$ cat config.mk
export PLATFORM = sky130hd
export DESIGN_NAME = vc_input_buffer
export DESIGN_NICKNAME = d
export VERILOG_FILES = /design/src/rtl/vc_input_buffer_pkg.sv /design/src/rtl/vc_input_buffer_slice.sv /design/src/rtl/vc_input_buffer.sv
export SDC_FILE = /design/constraint.sdc
export NUM_CORES = 1
export LEC_CHECK = 0
export ABC_AREA = 1
export CAP_MARGIN = 20
export CORE_UTILIZATION = 55
export DETAILED_ROUTE_END_ITERATION = 10
export MAX_ROUTING_LAYER = met4
export PLACE_DENSITY = 0.78
export SYNTH_ARGS = -nofsm -noshare
export SYNTH_HDL_FRONTEND = slang
export SYNTH_SLANG_ARGS = --single-unit
$ cat constraint.sdc
create_clock -name clk -period 5.3 [get_ports clk]
set_clock_uncertainty 0.05 [all_clocks]
set_input_delay 0.53 -clock clk [delete_from_list [all_inputs] [get_ports clk]]
set_output_delay 0.53 -clock clk [all_outputs]
set_load 0.005 [all_outputs]
$ cat src/rtl/vc_input_buffer_pkg.sv
// -----------------------------------------------------------------------------
// vc_input_buffer_pkg
// Shared router definitions used by the VC input buffer and its slices.
//   FLIT_DATA_WIDTH : default flit payload width
//   ROUTER_NUM_VC   : VC count of the standard router build
//   vc_id_t         : VC identifier sized for ROUTER_NUM_VC
//   wrap_inc()      : modulo-depth pointer increment (any depth, not only 2^n)
// -----------------------------------------------------------------------------
package vc_input_buffer_pkg;

  localparam int FLIT_DATA_WIDTH = 8;
  localparam int ROUTER_NUM_VC   = 4;

  typedef logic [$clog2(ROUTER_NUM_VC)-1:0] vc_id_t;

  // Next pointer value, wrapping from depth-1 back to 0.
  function automatic int wrap_inc(input int ptr, input int depth);
    return (ptr == depth - 1) ? 0 : ptr + 1;
  endfunction

endpackage

$ cat src/rtl/vc_input_buffer_slice.sv
// -----------------------------------------------------------------------------
// vc_buf_slice
// Storage, read/write pointers and occupancy counter for a single virtual
// channel. Write/read enables arrive already qualified (accepted) from the
// parent, so this block never has to reason about full/empty rejection.
// Ports:
//   clk     in   clock, rising edge
//   rst_n   in   asynchronous active-low reset (pointers/count only)
//   wr_en   in   accepted write this cycle
//   wr_data in   flit to store
//   rd_en   in   accepted read this cycle
//   rd_data out  head flit (undefined when empty)
//   count   out  occupancy 0..DEPTH
//   empty   out  count == 0
//   full    out  count == DEPTH
// -----------------------------------------------------------------------------
module vc_buf_slice
  import vc_input_buffer_pkg::*;
#(
  parameter  int DEPTH      = 4,
  parameter  int DATA_WIDTH = FLIT_DATA_WIDTH,
  localparam int PW         = $clog2(DEPTH),
  localparam int CW         = $clog2(DEPTH) + 1
) (
  input  logic                  clk,
  input  logic                  rst_n,
  input  logic                  wr_en,
  input  logic [DATA_WIDTH-1:0] wr_data,
  input  logic                  rd_en,
  output logic [DATA_WIDTH-1:0] rd_data,
  output logic [CW-1:0]         count,
  output logic                  empty,
  output logic                  full
);

  logic [DATA_WIDTH-1:0] mem [DEPTH];
  logic [PW-1:0]         wr_ptr_q, wr_ptr_d;
  logic [PW-1:0]         rd_ptr_q, rd_ptr_d;
  logic [CW-1:0]         count_q, count_d;

  always_comb begin
    wr_ptr_d = wr_ptr_q;
    rd_ptr_d = rd_ptr_q;
    count_d  = count_q;
    if (wr_en) wr_ptr_d = PW'(wrap_inc(int'(wr_ptr_q), DEPTH));
    if (rd_en) rd_ptr_d = PW'(wrap_inc(int'(rd_ptr_q), DEPTH));
    // Simultaneous write and read leaves occupancy unchanged.
    case ({wr_en, rd_en})
      2'b10:   count_d = count_q + CW'(1);
      2'b01:   count_d = count_q - CW'(1);
      default: count_d = count_q;
    endcase
  end

  always_ff @(posedge clk or negedge rst_n) begin
    if (!rst_n) begin
      wr_ptr_q <= '0;
      rd_ptr_q <= '0;
      count_q  <= '0;
    end else begin
      wr_ptr_q <= wr_ptr_d;
      rd_ptr_q <= rd_ptr_d;
      count_q  <= count_d;
    end
  end

  // Flit storage is deliberately not reset; the cleared count hides stale data.
  always_ff @(posedge clk) begin
    if (wr_en) mem[wr_ptr_q] <= wr_data;
  end

  assign rd_data = mem[rd_ptr_q];
  assign empty   = (count_q == '0);
  assign full    = (count_q == CW'(DEPTH));
  assign count   = count_q;

endmodule

$ cat src/rtl/vc_input_buffer.sv
// -----------------------------------------------------------------------------
// vc_input_buffer
// Router input port buffer with NUM_VC independent FIFO virtual channels.
// Decodes push/pop to one VC slice, muxes the head flit of pop_vc and returns
// a registered one-cycle credit for every accepted pop.
// Optional feature macro: VC_BUF_ERR_EN adds a sticky 'err' output that sets
// on any rejected push (VC full) or pop (VC empty) and clears only on reset.
// Ports:
//   clk, reset           clock / async active-low reset
//   push, push_vc/data   write request
//   pop, pop_vc          read request
//   pop_data             head flit of pop_vc (combinational)
//   vc_empty, vc_full    per-VC flags
//   vc_count             flattened per-VC occupancy, VC0 in LSBs
//   credit_valid/vc      registered credit-return pulse
//   err                  (VC_BUF_ERR_EN only) sticky rejection flag
// -----------------------------------------------------------------------------
module vc_input_buffer
  import vc_input_buffer_pkg::*;
#(
  parameter  int NUM_VC     = 4,
  parameter  int VC_DEPTH   = 4,
  parameter  int DATA_WIDTH = FLIT_DATA_WIDTH,
  localparam int VC_W       = $clog2(NUM_VC),
  localparam int CW         = $clog2(VC_DEPTH) + 1
) (
  input  logic                   clk,
  input  logic                   reset,
  input  logic                   push,
  input  logic [VC_W-1:0]        push_vc,
  input  logic [DATA_WIDTH-1:0]  push_data,
  input  logic                   pop,
  input  logic [VC_W-1:0]        pop_vc,
  output logic [DATA_WIDTH-1:0]  pop_data,
  output logic [NUM_VC-1:0]      vc_empty,
  output logic [NUM_VC-1:0]      vc_full,
  output logic [NUM_VC*CW-1:0]   vc_count,
  output logic                   credit_valid,
`ifdef VC_BUF_ERR_EN
  output logic                   err,
`endif
  output logic [VC_W-1:0]        credit_vc
);

  logic [NUM_VC-1:0]     wr_acc, rd_acc;
  logic [DATA_WIDTH-1:0] head [NUM_VC];
  logic                  pop_ok;
  logic                  credit_valid_q;
  logic [VC_W-1:0]       credit_vc_q, credit_vc_d;

  // One-hot accept decode; a VC index beyond NUM_VC never matches.
  always_comb begin
    wr_acc = '0;
    rd_acc = '0;
    for (int v = 0; v < NUM_VC; v++) begin
      wr_acc[v] = push && (int'(push_vc) == v) && !vc_full[v];
      rd_acc[v] = pop  && (int'(pop_vc)  == v) && !vc_empty[v];
    end
  end

  for (genvar v = 0; v < NUM_VC; v++) begin : g_vc
    vc_buf_slice #(
      .DEPTH      (VC_DEPTH),
      .DATA_WIDTH (DATA_WIDTH)
    ) u_slice (
      .clk     (clk),
      .rst_n   (reset),
      .wr_en   (wr_acc[v]),
      .wr_data (push_data),
      .rd_en   (rd_acc[v]),
      .rd_data (head[v]),
      .count   (vc_count[v*CW +: CW]),
      .empty   (vc_empty[v]),
      .full    (vc_full[v])
    );
  end

  always_comb begin
    pop_data = '0;
    for (int v = 0; v < NUM_VC; v++) begin
      if (int'(pop_vc) == v) pop_data = head[v];
    end
  end

  assign pop_ok      = |rd_acc;
  // credit_vc holds its last value between pulses.
  assign credit_vc_d = pop_ok ? pop_vc : credit_vc_q;

  always_ff @(posedge clk or negedge reset) begin
    if (!reset) begin
      credit_valid_q <= 1'b0;
      credit_vc_q    <= '0;
    end else begin
      credit_valid_q <= pop_ok;
      credit_vc_q    <= credit_vc_d;
    end
  end

  assign credit_valid = credit_valid_q;
  assign credit_vc    = credit_vc_q;

`ifdef VC_BUF_ERR_EN
  logic err_q, err_d;

  assign err_d = err_q || (push && !(|wr_acc)) || (pop && !pop_ok);

  always_ff @(posedge clk or negedge reset) begin
    if (!reset) err_q <= 1'b0;
    else        err_q <= err_d;
  end

  assign err = err_q;
`endif

endmodule

==> impl_metrics.tcl <==
set metrics [dict create \
    rsz0062_at_grt "no" \
    synth_area_per_cell_um2 10.9 \
    status "complete, no violations" \
    synth.cell_area_um2 7140 \
    io_pins 47 \
    fin_setup_tns_ps 0 \
    cts_buffers 17 \
    postLayoutCellArea_um2 8230 \
    synth_seq_cells 159 \
    cts_resized 0 \
    path_max_fanout 19 \
    wl_um 14600 \
    synth_cells 653 \
    fin_crit_sh_pct 57.8 \
    min_path_type "flip-flop to flip-flop" \
    ctsLongestPathBuffers 2 \
    final_util_pct 65.2 \
    worstMarginPinSlew_ps 808 \
    crit_type "flip-flop to primary output" \
    hp-start "g_vc[1].u_slice.count[0]$_DFFE_PN0P_" \
    n_antenna_cell 0 \
    drtIter0Drc 373 \
    die_h_um 116 \
    synth_cell_types 25 \
    slew_headroom_pct 46.0 \
    die_x_um 116 \
    vdd_drop_max_mv 0.264 \
    cts_tree "yes" \
    finalPower_w 0.00409 \
    vias_per_cell 5.42 \
    cts.hold.buffers_added 0 \
    grt_overflow 0 \
    drc 0 \
    fp.dieArea_um2 13400 \
    area_growth_pct 15.2 \
    gp_congestion 0.945 \
    grt_pass1_vias 4755 \
    p_per_area_nw_per_um2 497 \
    grt_antenna_before_repair 0 \
    r2r_start "g_vc[2].u_slice.count[0]$_DFFE_PN0P_" \
    nNetsFinal 739 \
    place_area_um2 7670 \
    setup_viol 0 \
    clk_pin_slew_ps 60 \
    regToRegSetupSlack_ps 3130 \
    rows 41 \
    ys_seq_area_share_pct 64.7 \
    root_buffer "clkbuf_16" \
    leakagePower_nw 3.36 \
    grtUsageTotal_pct 24.6 \
    min_to "g_vc[1].u_slice.count[0]$_DFFE_PN0P_" \
    slew_violations 0 \
    wl_per_cell_um 16.6 \
    worstRegToRegCells 9 \
    holdWs_ps 452 \
    syn_nets 697 \
    core_um2 12600 \
    worstReg2RegEnd "g_vc[2].u_slice.count[2]$_DFFE_PN0P_" \
    fmaxAchievable_mhz 327 \
    portBuffers 46 \
    worstSetupEndpointType "primary output" \
    drtPass1Iterations 5 \
    drive_gt1_share_pct 7.49 \
    start_kind "flip-flop" \
    holdPathStages 1 \
    fin_crit_ps 3060 \
    max_cap_violations 0 \
    ant_nets 0 \
    vias 4769 \
    clock_sinks 159 \
    cp_data_required_time_ps 4720 \
    hpwl_um 10100 \
    h-tree-depth 4 \
    grt_pass1_wl_um 23100 \
    post_cts_buffers 0 \
    arrival_ps 2480 \
    initial_utilization_pct 56.6 \
    fillers 953 \
    hold_viol 0 \
    clock_latency_ps 430 \
    synth-warning-count 0 \
    grt_max_degree 32 \
]
## critical path, cell delays in order, from the launching register on
cell	delay (ps)
dfrtp_1	740
inv_2	280
nand2_1	130
nand3_1	80
nand2_1	120
nand2_1	80
nand4_1	110
clkdlybuf4s50_1	520
## routing by layer
layer	track usage (%)	routed length, um	vias to the layer above
met2	41.7	7380	190
met4	12.6	529	0
met1	27.2	5820	2287
met5	-	0	-
met3	5.60	917	35
li1	-	-	2257
## sequential cells by signal (all words and copies together), names as in the netlist
register	cells
g_vc.u_slice.count	12
credit_valid	1
g_vc.u_slice.mem	128
credit_vc	2
g_vc.u_slice.rd_ptr_q	8
g_vc.u_slice.wr_ptr_q	8
## power by group
| part | leakage [nW] | internal [W] | total [W] | switching [W] |
|---|---|---|---|---|
| Clock | 0.262 | 0.000651 | 0.00115 | 0.000496 |
| Sequential | 1.52 | 0.00152 | 0.00173 | 0.000217 |
| Combinational | 1.58 | 0.000515 | 0.00121 | 0.000694 |
| Total | 3.36 | 0.00268 | 0.00409 | 0.00141 |
## synthesized netlist by cell type
| cell type | count | share of area (%) |
|---|---|---|
| a21oi_1 | 4 | 0.28 |
| buf_2 | 10 | 0.70 |
| buf_4 | 14 | 1.5 |
| clkinv_1 | 4 | 0.21 |
| clkinv_2 | 4 | 0.28 |
| dfrtp_1 | 31 | 11 |
| edfxtp_1 | 128 | 54 |
| fa_1 | 4 | 1.1 |
| ha_1 | 24 | 4.2 |
| inv_1 | 81 | 4.3 |
| inv_2 | 7 | 0.37 |
| nand2_1 | 171 | 9.0 |
| nand3_1 | 98 | 6.9 |
| nand3_2 | 2 | 0.28 |
| nand3_4 | 2 | 0.49 |
| nand4_1 | 8 | 0.70 |
| nand4_2 | 4 | 0.70 |
| nor2_1 | 20 | 1.1 |
| nor2_2 | 1 | 0.088 |
| nor2_4 | 2 | 0.32 |
| o21a_1 | 4 | 0.42 |
| o21ai_0 | 21 | 1.5 |
| o21bai_1 | 1 | 0.11 |
| xnor2_1 | 4 | 0.49 |
| xor2_1 | 4 | 0.49 |
## cell usage in the layout, fill, tap and decap left out
master	instances
nor2_4	2
inv_6	6
a21oi_1	4
inv_1	81
nand4_2	4
xnor2_1	4
dfrtp_1	31
bufinv_16	1
o21bai_1	1
o21a_1	4
edfxtp_1	128
clkdlybuf4s50_1	46
nand3_1	98
nand3_4	2
clkinv_1	5
nor2_2	1
inv_2	7
o21ai_0	21
clkinv_4	1
clkbuf_1	1
ha_1	24
nand3_2	2
buf_4	1
clkinv_2	5
nor2_1	20
nand4_1	8
clkbuf_16	17
clkinvlp_4	4
nand2_1	171
fa_1	4
xor2_1	4
## worst max path at each step
| stage | from | end | slack (ps) | cells after the start |
|---|---|---|---|---|
| 2_1_floorplan | pop_vc[1] | g_vc[0].u_slice.count[2]$_DFFE_PN0P_ | 3200 | 9 |
| 5_1_grt | g_vc[2].u_slice.rd_ptr_q[0]$_DFFE_PN0P_ | pop_data[1] | 2080 | 7 |
| 3_5_place_dp | pop_vc[1] | g_vc[0].u_slice.count[2]$_DFFE_PN0P_ | 2330 | 10 |
| 3_3_place_gp | pop_vc[1] | g_vc[0].u_slice.count[2]$_DFFE_PN0P_ | 2420 | 10 |
| 4_1_cts | g_vc[2].u_slice.rd_ptr_q[0]$_DFFE_PN0P_ | pop_data[1] | 2240 | 7 |
| 6_report | g_vc[2].u_slice.rd_ptr_q[0]$_DFFE_PN0P_ | pop_data[4] | 2240 | 7 |
## area by class of cell
cell class | count | area, um^2 | area share [%]
clock inverter | 14 | 130 | 1.58
clock buffer | 18 | 429 | 5.21
timing repair buffer | 47 | 468 | 5.68
multi-input combinational | 374 | 2000 | 24.4
inverter | 96 | 365 | 4.44
tap | 172 | 215 | 2.61
sequential | 159 | 4620 | 56.1
## per-stage QoR
| step | setup WS, ps | cells |
|---|---|---|
| global route | 2080 | 880 |
| global placement | 2420 | 848 |
| floorplan | 3200 | 653 |
| detailed placement | 2330 | 848 |
| finish | 2240 | 880 |
| CTS | 2240 | 880 |
## kinds of logic (layout without fill, tap and decap cells)
| logic type | Yosys count | after routing | synth area share [%] |
|---|---|---|---|
| and+or+nand+nor | 308 | 308 | 19.5 |
| DFF | 159 | 159 | 64.7 |
| xor gates and xnor gates | 8 | 8 | 0.981 |
| buffers and inverters | 120 | 175 | 7.29 |
| AOI/OAI and AO/OA | 30 | 30 | 2.28 |
| adders and majority gates | 28 | 28 | 5.32 |
No activity file was read; power rests on OpenSTA's default activity.
